File: config.mk
export PLATFORM = sky130hd
export DESIGN_NAME = store_queue
export DESIGN_NICKNAME = d
export VERILOG_FILES = /design/src/rtl/store_queue.sv
export SDC_FILE = /design/constraint.sdc
export NUM_CORES = 1
export LEC_CHECK = 0
export CAP_MARGIN = 20
export CORE_MARGIN = 2
export CORE_UTILIZATION = 45
export DETAILED_ROUTE_END_ITERATION = 6
export PLACE_DENSITY = 0.64
export SLEW_MARGIN = 20
export SYNTH_ARGS = -nofsm -noshare
export SYNTH_HDL_FRONTEND = slang
export SYNTH_SLANG_ARGS = --single-unit
export TNS_END_PERCENT = 10
File: constraint.sdc
create_clock -name clk -period 8.5 [get_ports clk]
set_clock_uncertainty 0.1 [all_clocks]
set_input_delay 1.7 -clock clk [delete_from_list [all_inputs] [get_ports clk]]
set_output_delay 1.7 -clock clk [all_outputs]
set_load 0.01 [all_outputs]
File: src/rtl/store_queue.sv
// In-order store queue: buffers executed stores, marks them committed on ROB retire,
// drains committed stores to the data cache and flags word-address conflicts for loads.
module store_queue #(
  parameter int unsigned SQ_DEPTH = 8
) (
  input  logic        clk,
  input  logic        resetn,
  input  logic        flush,
  input  logic        sq_wr_valid,
  input  logic [31:0] sq_wr_addr,
  input  logic [31:0] sq_wr_data,
  input  logic [3:0]  sq_wr_strb,
  output logic        sq_allowin,
  input  logic        commit_store1_valid,
  input  logic        commit_store2_valid,
  output logic        dcache_wr_req,
  output logic [31:0] dcache_wr_addr,
  output logic [31:0] dcache_wr_data,
  output logic [3:0]  dcache_wr_strb,
  input  logic        dcache_wr_ready,
  input  logic [31:0] ld_check_addr,
  output logic        ld_conflict,
  output logic        sq_empty
);

  localparam int unsigned PW = $clog2(SQ_DEPTH);
  typedef logic [PW:0] ptr_t;

  logic [31:0] addr_q [SQ_DEPTH];
  logic [31:0] data_q [SQ_DEPTH];
  logic [3:0]  strb_q [SQ_DEPTH];

  ptr_t head, cmt, tail;
  ptr_t head_nxt, cmt_nxt, tail_nxt;
  ptr_t count, committed;
  logic do_enq, do_drain;
  logic [1:0] ncommit;
  logic [PW-1:0] idx, offs;
  logic ld_addr_unused;

  assign count      = tail - head;
  assign committed  = cmt - head;
  assign sq_allowin = count < ptr_t'(SQ_DEPTH);
  assign sq_empty   = (count == '0);

  assign dcache_wr_req = (committed != '0);
  assign do_enq        = sq_wr_valid && sq_allowin && !flush;
  assign do_drain      = dcache_wr_req && dcache_wr_ready;
  assign ncommit       = {1'b0, commit_store1_valid} + {1'b0, commit_store2_valid};

  assign head_nxt = head + ptr_t'(do_drain);
  assign cmt_nxt  = cmt + ptr_t'(ncommit);
  // Flush keeps everything up to and including this cycle's commits.
  assign tail_nxt = flush ? cmt_nxt : tail + ptr_t'(do_enq);

  // Payload is forced to zero while idle so reset leaves the bus quiet.
  assign dcache_wr_addr = dcache_wr_req ? addr_q[head[PW-1:0]] : '0;
  assign dcache_wr_data = dcache_wr_req ? data_q[head[PW-1:0]] : '0;
  assign dcache_wr_strb = dcache_wr_req ? strb_q[head[PW-1:0]] : '0;

  assign ld_addr_unused = ^ld_check_addr[1:0];

  always_comb begin
    ld_conflict = 1'b0;
    idx         = '0;
    offs        = '0;
    for (int unsigned i = 0; i < SQ_DEPTH; i++) begin
      idx  = PW'(i);
      // Distance from head, modulo depth, tells whether slot i is occupied.
      offs = idx - head[PW-1:0];
      if (({1'b0, offs} < count) && (addr_q[idx][31:2] == ld_check_addr[31:2])) begin
        ld_conflict = 1'b1;
      end
    end
  end

  always_ff @(posedge clk or negedge resetn) begin
    if (!resetn) begin
      head <= '0;
      cmt  <= '0;
      tail <= '0;
    end else begin
      head <= head_nxt;
      cmt  <= cmt_nxt;
      tail <= tail_nxt;
    end
  end

  always_ff @(posedge clk) begin
    if (do_enq) begin
      addr_q[tail[PW-1:0]] <= sq_wr_addr;
      data_q[tail[PW-1:0]] <= sq_wr_data;
      strb_q[tail[PW-1:0]] <= sq_wr_strb;
    end
  end

endmodule

==> metrics.csv <==
metric,value,unit
largest net degree at the start of global routing,64,
PortBufs,176,
area of the core,53800,um^2
GRT Util Overall,21.8,%
Placed Area,26900,um^2
Sink Count,556,
Synth warnings,0,
Power Dens Cells,331,nW/um^2
IO Count,179,
hold-fix buffer count after cts,0,
TritonCTS clock tree,done,
Final Hold Viols,0,
Avg Inst Size Synth,17.5,um^2
Net Switching,0.00312,W
Async SR Flop Fraction,2.16,%
Routed Antenna Nets,0,
top_reg_cell synth,edfxtp_1,
Initial Util,45.6,%
gr ovfl total,0,
Clock power frac,25.9,%
ratio of cells with drive above 1 in the final layout,16.6,%
number of cell rows,85,
post-synthesis sequential area ratio,67.8,%
CTS Root Cell,clkbuf_16,
CP Class,in2out,
Netlist Area Pre-Place,24500,um^2
nets,1708,
post-CTS sizing,0,
outcome,finished clean,
top post-synthesis cells by area,"edfxtp_1, mux4_2, xnor2_1",
part of the power in combinational logic,37.1,%
Worst-path clk slew,60,ps
Inserted Clock Buffers,57,
Startpoint Class,primary input,
H-tree levels,2,
critical-path cell list,"clkdlybuf4s50_1, xnor2_1, nand4_1, nor4_1, nand4_1, a32oi_1, nand3_1, nand4_1, clkdlybuf4s50_1",
post-synth top area share,66.6,%
CTS max path bufs,3,
Total Wirelength,60.2,mm
initial antenna violation count,9,
Flop pwr share,37.0,%
die width,237,um
most frequent cell after synthesis,edfxtp_1,
Leak,9.17,nW
critical path data arrival time,4940,ps
HPWL after DPL,36.4,mm
Critical Path RT,6700,ps
Mapped Cells,1405,
Worst-Skew Late Latency,630,ps
"top cells by count, synth","edfxtp_1, xnor2_1, nand2_1",
Worst setup EP type,output port,
Pins Over Slew Limit,0,
Die Height,237,um
via/cell ratio,5.63,
DRT Pass-1 Iters,5,
Final Wtd Congestion,0.833,
via count,13107,
DR WL/cell,25.9,um
Pint,0.00640,W
Post-synth EDFFs,544,
CP peak stage delay,730,ps
critical-path maximum fanout,8,
first-pass GRT wire length,90.2,mm
worst slew pin tran,1050,ps
#FFs+latches synth,556,
largest area contributor in the netlist,edfxtp_1,
Hold WC Path Type,reg2reg,
post-route setup TNS,0,ps
Max IR drop VDD,0.264,mV
number of max-cap violations,0,
design area,28700,um^2
Tcrit/Tclk final,79.3,%
maximum clock rate,148,MHz
min cycle time layout,6740,ps
RSZ-0062 raised after global routing,no,
library cells used by synthesis,36,
syn nets,1532,
vias in the first global route,13975,
drt drc,0,
"Max stage delay cell, worst path",nor4_1,
crit-path most repeated cell,nand4_1,
1st-iter DRT viols,1113,
# setup viols final,0,
Synth-to-Final Area Change,17.1,%
Slew Limit Headroom,30.0,%
sw frac,32.7,%
Die ar.,56400,um^2
Setup Buffers After CTS,0,
-- final timing paths --
check | start | end | slack (ps) | cells after the start
hold / removal | cmt[2] | cmt[2] | 410 | 1
min in group asynchronous | resetn | head[0] | 1340 | 1
max in group asynchronous | resetn | head[2] | 6540 | 1
setup reg to reg | head[2] | addr_q[3][3] | 4020 | 9
hold reg to reg | cmt[2] | cmt[2] | 410 | 1
setup / recovery | ld_check_addr[9] | ld_conflict | 1760 | 9
-- power groups by stage --
stage | Sequential (W) | Clock [W] | Combinational (W)
6_report | 0.00352 | 0.00247 | 0.00353
3_5_place_dp | 0.00359 | 0 | 0.00358
4_1_cts | 0.00353 | 0.00252 | 0.00360
5_1_grt | 0.00355 | 0.00264 | 0.00381
3_3_place_gp | 0.00357 | 0 | 0.00356
2_1_floorplan | 0.00343 | 0 | 0.00224
-- per-stage QoR --
step / utilization (%) / instances / hold WS (ps) / setup WS [ps] / total power [W]
6_report: 53.4 / 2329 / 406 / 1760 / 0.00951
4_1_cts: 53.4 / 2325 / 412 / 1760 / 0.00965
3_3_place_gp: 49.9 / 2218 / 395 / 1770 / 0.00714
3_5_place_dp: 49.9 / 2218 / 403 / 1770 / 0.00717
5_1_grt: 53.4 / 2328 / 425 / 1660 / 0.0100
2_1_floorplan: - / 1405 / 373 / 922 / 0.00567
-- cell type report --
type,instances,area [um^2]
multi-input combinational,748,7330
antenna,4,10.0
fill,4404,25100
timing repair buffer,201,1950
tap,696,871
clock buffer,63,1450
sequential,556,16600
inverter,17,63.8
clock inverter,44,418
-- state kept, by name (all words and copies together), names as in the netlist --
signal	cells
addr_q	256
cmt	4
data_q	256
head	4
strb_q	32
tail	4
-- worst max-delay path: cells and delay by family --
kind            cells  cell delay [ps]
simple gates        5             1420
xor+xnor            1              350
buf+inv             2             1230
compound gates      1              210
-- cells by family after synthesis --
| group | share of synthesized area (%) |
|---|---|
| buf+inv | 2.53 |
| flops | 67.8 |
| fa+ha+maj | 1.11 |
| mux | 12.6 |
| simple gates | 5.09 |
| xor+xnor | 9.16 |
| compound gates | 1.72 |
-- routing by layer --
layer  wire length, um  track usage, %  part of all wire [%]
met1             24700            29.1                    41
met2             29700            36.1                    49
met3              4160            4.44                   6.9
met4              1580            7.13                   2.6
met5                80               0                  0.13
-- placed cells by master (no fill, tap or decap), types with 3 or more instances in the layout --
cell type and instances:
buf_4 25, clkinvlp_4 5, diode_2 4, nor3_1 8, nand3_1 6, dfrtp_4 3, ha_1 17, dfrtp_1 9
a21oi_1 70, clkinv_2 13, clkinv_1 16, a32oi_1 3, xnor2_2 3, clkdlybuf4s50_1 176, nor2_1 3, bufinv_16 6
nor3_2 4, nand4_1 54, clkbuf_16 57, edfxtp_1 544, nand4b_1 3, nand2_1 142, mux4_2 136, nor4_1 24
fa_1 3, inv_1 16, xnor2_1 167, clkbuf_1 6, xor2_1 84
No activity file was read; power rests on OpenSTA's default activity.
